--- src/rtl/jt1943_prot_if.sv ---
// CPU bus front-end for the 1943 protection lookup: one write strobe per
// CPU access, latency wait-out, read holding register and Z80 WAIT.
module jt1943_prot_if #(
    parameter int LUT_LAT = 2
) (
    input  logic       clk,
    input  logic       rst,
    input  logic       cen,
    input  logic       cpu_cs,
    input  logic       cpu_rd_n,
    input  logic       cpu_wr_n,
    input  logic [7:0] cpu_din,
    output logic [7:0] cpu_dout,
    output logic       cpu_wait_n,
    output logic       sec_cs,
    output logic       sec_wr_n,
    output logic [7:0] sec_din,
    input  logic [7:0] sec_dout,
    output logic [7:0] wr_cnt
);

    localparam int CW = $clog2(LUT_LAT + 1);

    typedef enum logic [1:0] {
        IDLE   = 2'd0,
        STROBE = 2'd1,
        SETTLE = 2'd2
    } state_t;

    state_t         state_q, state_d;
    logic [CW-1:0]  cnt_q, cnt_d;
    logic           cs_l_q, cs_l_d;
    logic           valid_q, valid_d;
    logic [7:0]     dout_q, dout_d;
    logic           wait_n_q, wait_n_d;
    logic           scs_q, scs_d;
    logic           swr_n_q, swr_n_d;
    logic [7:0]     sdin_q, sdin_d;
    logic [7:0]     wcnt_q, wcnt_d;

    logic act, wr, rd;

    assign act = cpu_cs & ~cs_l_q;
    assign wr  = act & ~cpu_wr_n;
    assign rd  = cpu_cs & ~cpu_rd_n;

    always_comb begin
        state_d = state_q;
        cnt_d   = cnt_q;
        cs_l_d  = cpu_cs;
        valid_d = valid_q;
        dout_d  = dout_q;
        scs_d   = scs_q;
        swr_n_d = swr_n_q;
        sdin_d  = sdin_q;
        wcnt_d  = wcnt_q;
        case (state_q)
            IDLE: begin
                if (wr) begin
                    sdin_d  = cpu_din;
                    scs_d   = 1'b1;
                    swr_n_d = 1'b0;
                    valid_d = 1'b0;
                    wcnt_d  = wcnt_q + 8'd1;
                    state_d = STROBE;
                end
            end
            STROBE: begin
                scs_d   = 1'b0;
                swr_n_d = 1'b1;
                cnt_d   = CW'(LUT_LAT);
                state_d = SETTLE;
            end
            SETTLE: begin
                // a new key restarts the lookup; the old answer is never captured
                if (wr) begin
                    sdin_d  = cpu_din;
                    scs_d   = 1'b1;
                    swr_n_d = 1'b0;
                    valid_d = 1'b0;
                    wcnt_d  = wcnt_q + 8'd1;
                    state_d = STROBE;
                end else begin
                    cnt_d = cnt_q - CW'(1);
                    if (cnt_q == CW'(1)) begin
                        dout_d  = sec_dout;
                        valid_d = 1'b1;
                        state_d = IDLE;
                    end
                end
            end
            default: state_d = IDLE;
        endcase
        // WAIT releases together with the capture, so data is ready when it rises
        wait_n_d = ~(rd & ~valid_d);
    end

    always_ff @(posedge clk) begin
        if (rst) begin
            state_q  <= IDLE;
            cnt_q    <= '0;
            cs_l_q   <= 1'b0;
            valid_q  <= 1'b1;
            dout_q   <= 8'h00;
            wait_n_q <= 1'b1;
            scs_q    <= 1'b0;
            swr_n_q  <= 1'b1;
            sdin_q   <= 8'h00;
            wcnt_q   <= 8'h00;
        end else if (cen) begin
            state_q  <= state_d;
            cnt_q    <= cnt_d;
            cs_l_q   <= cs_l_d;
            valid_q  <= valid_d;
            dout_q   <= dout_d;
            wait_n_q <= wait_n_d;
            scs_q    <= scs_d;
            swr_n_q  <= swr_n_d;
            sdin_q   <= sdin_d;
            wcnt_q   <= wcnt_d;
        end
    end

    assign cpu_dout   = dout_q;
    assign cpu_wait_n = wait_n_q;
    assign sec_cs     = scs_q;
    assign sec_wr_n   = swr_n_q;
    assign sec_din    = sdin_q;
    assign wr_cnt     = wcnt_q;

endmodule

--- config.mk ---
export PLATFORM = sky130hd
export DESIGN_NAME = jt1943_prot_if
export DESIGN_NICKNAME = d
export VERILOG_FILES = /design/src/rtl/jt1943_prot_if.sv
export SDC_FILE = /design/constraint.sdc
export NUM_CORES = 1
export LEC_CHECK = 0
export CELL_PAD_IN_SITES_DETAIL_PLACEMENT = 1
export CELL_PAD_IN_SITES_GLOBAL_PLACEMENT = 1
export CORE_ASPECT_RATIO = 0.7
export CORE_MARGIN = 2
export CORE_UTILIZATION = 34
export CTS_CLUSTER_SIZE = 28
export DETAILED_ROUTE_END_ITERATION = 12
export GPL_ROUTABILITY_DRIVEN = 0
export GPL_TIMING_DRIVEN = 0
export PLACE_DENSITY_LB_ADDON = 0.1
export SYNTH_ARGS = -nofsm -noshare
export SYNTH_HDL_FRONTEND = slang
export SYNTH_SLANG_ARGS = --single-unit
--- constraint.sdc ---
create_clock -name clk -period 2.6 [get_ports clk]
set_input_delay 0.52 -clock clk [delete_from_list [all_inputs] [get_ports clk]]
set_output_delay 0.52 -clock clk [all_outputs]
set_load 0.02 [all_outputs]
# Word level (Yosys, flattened, before mapping)

Cells that the tools add are included.

Bits in read-only memories: 0
Latch bits: 0
Memories: 0
Input bits: 22
Bits in registers: 33
Logic and storage cells: 52
Bits in writable memories: 0

Divide/modulo/power cells: 0
Mux-type cells: 14
$add $sub $neg: 2
Eq/ne operators: 7
Shift-type cells: 0
Bitwise gates (word level): 10
Reductions and logical operators: 9
Magnitude comparators: 0
Multipliers: 0

Operators by type and width:

| kind                                                   | number |
|---|---|
| AND reduction 3 bit                                    | 4 |
| adder 8 x 1 -> 8 bit (second input constant)           | 1 |
| 2-to-1 mux 2 bit                                       | 4 |
| NOT 1 bit                                              | 6 |
| one-hot mux 1 bit (2 select lines)                     | 3 |
| one-hot mux 2 bit (3 select lines)                     | 1 |
| 2-to-1 mux 1 bit                                       | 5 |
| AND 1 bit                                              | 4 |
| == test 2 x 1 -> 1 bit (second input constant)         | 2 |
| inequality test 2 bit (second input constant)          | 2 |
| one-hot mux 2 bit (2 select lines)                     | 1 |
| AND reduction 4 bit                                    | 1 |
| nonzero test 2 bit                                     | 2 |
| inequality test 3 bit (second input constant)          | 1 |
| == test 2 bit (second input constant)                  | 1 |
| zero test 2 bit                                        | 1 |
| inequality test 2 x 1 -> 1 bit (second input constant) | 1 |
| OR reduction 2 bit                                     | 1 |
| subtractor 2 x 1 -> 2 bit (second input constant)      | 1 |

# Logic depth before layout (Yosys ltp)

Depth after elaboration: 8
Depth in mapped cells: 7
Mapped depth without buffers: 6

# Worst setup path after synthesis

Ideal clock, no wire load.

Path kind: input to register
Start: input cpu_wr_n
End: register wcnt_q[6] (netlist: wr_cnt[6])
Buffers on the path: 1
Setup slack: 0.997 ns
Data arrival time: 1.475 ns
Stages: 5
Cells stage by stage: or3b_1 -> buf_6 -> nor4_2 -> xnor2_1 -> nor2_1

Word-level cells in the longest chain between the ends: 3

RTL lines:

| item                                 | line | source |
|---|---|---|
| from (decl)                          | 11   | `input logic cpu_wr_n,` |
| NOT 1 bit                            | 44   | `assign wr = act & ~cpu_wr_n;` |
| AND 1 bit                            | 44   |  |
| AND reduction 3 bit (no source line) | --   |  |
| to (signal assigned)                 | 120  | `wcnt_q <= wcnt_d;` |
| to (decl)                            | 39   | `logic [7:0] wcnt_q, wcnt_d;` |

Every way passes these cells.
A chain may end at the register's enable or synchronous reset.

# Final worst setup path

Start: input cpu_cs
End: register sdin_q[3] (netlist: sec_din[3])

Word-level cells in the longest chain between the ends: 3

RTL lines:

| item                                 | line | source |
|---|---|---|
| from (decl)                          | 9    | `input logic cpu_cs,` |
| AND 1 bit                            | 43   | `assign act = cpu_cs & ~cs_l_q;` |
| AND 1 bit                            | 44   |  |
| AND reduction 3 bit (no source line) | --   |  |
| to (signal assigned)                 | 119  | `sdin_q <= sdin_d;` |
| to (decl)                            | 38   | `logic [7:0] sdin_q, sdin_d;` |

Every way passes these cells.

==> results.py <==
metrics = {
    "yosys": {
        "synthArstFlopShare_pct": 0,
        "synth_ff_type": "dfxtp_1",
        "synth-edff-count": 0,
        "synth_area_um2": 1380,
        "yosysWarningCount": 0,
        "synthCells": 158,
        "synth.avg_cell_area_um2": 8.73,
        "ys_ff_latch": 33,
        "seq_area_frac_synth_pct": 47.9,
        "synth_cell_type_count": 36,
        "syn-num-nets": 182,
    },
    "route": {
        "drc_errors": 0,
        "drtPass1Iterations": 4,
        "ant_nets": 0,
        "totalWireLength_mm": 3.68,
        "vias": 1289,
        "wire_per_inst_um": 13.9,
        "vias_per_cell": 4.88,
        "drt_iter0_drc": 43,
    },
    "timing": {
        "skew_ns": 0.00473,
        "rsz0062_at_grt": "false",
        "fin_crit_sh_pct": 77.6,
        "worst_pin_slew_ns": 0.544,
        "finalMaxSlewViolations": 0,
        "fin_tns_setup_ns": 0,
        "hold_viol": 0,
        "final-setup-viol-count": 0,
        "fin_crit_ns": 2.02,
        "max_freq_mhz": 496,
        "maxSlewHeadroom_pct": 63.5,
    },
    "global_routing": {
        "grt_max_degree": 11,
        "grt_overflow_total": 0,
        "grt_pass1_vias": 1311,
        "grt_pass1_wl_mm": 6.17,
        "grtUsageTotal_pct": 17.6,
        "antenna_found_initial": 0,
    },
    "finish": {
        "drive_gt1_share_pct": 6.13,
        "fillers": 467,
        "num_antenna_cells": 0,
        "nets": 236,
        "syn2layout_area_growth_pct": 46.3,
        "multiInputGateArea_um2": 664,
        "seq_area_um2": 661,
    },
    "setup_path": {
        "slowest_stage": "clkdlybuf4s50_1",
        "reg2reg_slack_ns": 0.92,
        "cp-start-kind": "input port",
        "path_max_fanout": 10,
        "cp_top_family": "simple AND/OR/NAND/NOR gates",
        "path_class": "input port to flop",
        "path_cells": "clkdlybuf4s50_1, nor3b_2, and2_1, buf_2, nand2_1, a21oi_1",
        "slowest_delay_ns": 0.49,
        "r2r_end": "cpu_dout[7]",
        "crit-reg2reg-launch": "cnt_q[0]",
        "endpoint_kind": "flop",
        "crit_arrival_ns": 2.23,
        "worstRegToRegCells": 6,
        "path_buf_inv": 2,
        "crit_required_ns": 2.82,
    },
    "clocking": {
        "cts_made_buffers": 5,
        "post-cts-setup-buffer-count": 0,
        "post_cts_resized": 0,
        "clk_pin_slew_ns": 0.07,
        "root_buffer": "clkbuf_8",
        "cts.sink_count": 33,
        "cts_tree": "yes",
        "cts_hold_buffers": 0,
        "htreeDepth": 2,
        "clkLatencyLatePin_ns": 0.28,
        "clockBufferDepth": 2,
    },
    "floorplan": {
        "die_height_um": 57.3,
        "start_util_pct": 35.4,
        "io_pins": 49,
        "dieArea_um2": 4590,
        "rows": 19,
        "die_w_um": 80.2,
        "core_area_um2": 3900,
    },
    "pwr": {
        "combPwrFrac_pct": 10.4,
        "internal-power_uw": 856,
        "pwr-share-seq_pct": 47.8,
        "p_sw_share_pct": 22.3,
        "cellLeakagePower_uw": 0.000689,
        "p_total_uw": 1100,
        "ir_drop_uv": 398,
        "powerDensity_nw_per_um2": 545,
        "p_clk_share_pct": 41.8,
        "p_sw_uw": 245,
    },
    "min_path": {
        "whs_path_depth": 2,
        "timing.hold.worst.start": "sec_din[2]",
        "hold_path.class": "flop to flop",
        "min_to": "sec_din[2]",
    },
    "placed_design": {
        "dp_hpwl_mm": 2.80,
        "numPortBuffers": 47,
    },
    "outcome": {
        "outcome": "complete, no violations",
    },
    "flow_run": {
        "drv_cap": 0,
    },
}
power by group through the flow:
stage / sequential (uW) / combinational [uW] / clock [uW]
after global placement: 536 / 112 / 0
after CTS: 526 / 116 / 470
after detailed placement: 538 / 115 / 0
after floorplan: 546 / 43.5 / 0
final: 526 / 114 / 460
after global routing: 528 / 125 / 499
registers in the layout, indices dropped and copies added, names as in the netlist:
name / count
cpu_wait_n: 1
cnt_q: 2
sec_din: 8
sec_wr_n: 1
cs_l_q: 1
sec_cs: 1
wr_cnt: 8
valid_q: 1
cpu_dout: 8
state_q: 2
worst register-to-register path, cell delays in order, from the launching register on:
cell,delay [ns]
dfxtp_1,0.40
ha_1,0.26
nand2_1,0.10
nor3b_1,0.22
buf_2,0.29
mux2i_1,0.22
nor2_1,0.05
how the worst max path moves through the flow:
stage / start / end / slack (ns) / cells past startpoint
floorplan: cpu_wr_n / wr_cnt[6] / 1.0 / 5
global placement: cpu_cs / sec_din[1] / 0.37 / 6
detailed placement: cpu_cs / sec_din[3] / 0.29 / 6
CTS: cpu_cs / sec_din[3] / 0.59 / 6
global route: cpu_cs / sec_din[1] / 0.45 / 6
finish: cpu_cs / sec_din[3] / 0.58 / 6
cell families (layout without fill, tap and decap cells):
logic type | after synthesis | after routing | share of synthesized area [%]
flops | 33 | 33 | 47.9
simple gates | 71 | 71 | 25.7
fa+ha+maj | 2 | 2 | 1.81
mux | 8 | 8 | 5.80
buf+inv | 12 | 66 | 3.99
xor+xnor | 6 | 6 | 3.81
compound gates | 26 | 26 | 11.0
final cells by class:
cell class | count | area share [%]
multi-input combinational | 113 | 32.9
sequential | 33 | 32.7
timing repair buffer | 47 | 23.3
clock buffer | 5 | 3.41
tap | 52 | 3.22
buffer | 10 | 2.35
clock inverter | 2 | 1.73
inverter | 2 | 0.372
synthesized netlist by cell type (2+ instances only):
master    count  share of area [%]
nor2_1       19                5.2
xnor2_1       6                3.8
clkbuf_1      7                1.9
nand3b_1      3                1.6
inv_1         2               0.54
mux2i_1       8                5.8
nand3_1       3                1.1
nand2_1      30                8.2
a21oi_1      17                6.2
nand2b_1      2               0.91
buf_2         2               0.73
dfxtp_1      33                 48
nor3_1        2               0.73
ha_1          2                1.8
layout by cell type, fill, tap and decap left out, types with 2 or more instances in the layout:
cell type	instances
mux2i_1	8
nand2_1	30
buf_2	2
inv_1	2
a21oi_1	17
clkdlybuf4s50_1	47
nand3b_1	3
nand3_1	3
clkbuf_1	7
xnor2_1	6
dfxtp_1	33
nor3_1	2
clkbuf_8	5
ha_1	2
nor2_1	19
nand2b_1	2
metal layers:
| metal | track usage, % | part of all wire (%) | routed length, um | vias to the layer above |
|---|---|---|---|---|
| li1 | - | - | - | 642 |
| met1 | 21.8 | 46 | 1680 | 608 |
| met2 | 28.1 | 46 | 1700 | 32 |
| met3 | 6.96 | 6.6 | 242 | 7 |
| met4 | 6.54 | 1.5 | 55 | 0 |
| met5 | 0 | 0 | 0 | - |
stage by stage:
stage	setup slack, ns	util (%)	instance area [um^2]	std cells	hold slack (ns)
2_1_floorplan	0.997	-	1380	158	0.451
3_3_place_gp	0.369	49.1	1920	257	0.441
3_5_place_dp	0.286	49.1	1920	257	0.447
4_1_cts	0.587	51.8	2020	264	0.457
5_1_grt	0.450	51.8	2020	264	0.488
6_report	0.583	51.8	2020	264	0.455
Note: power is estimated with default switching activity, not from simulation.
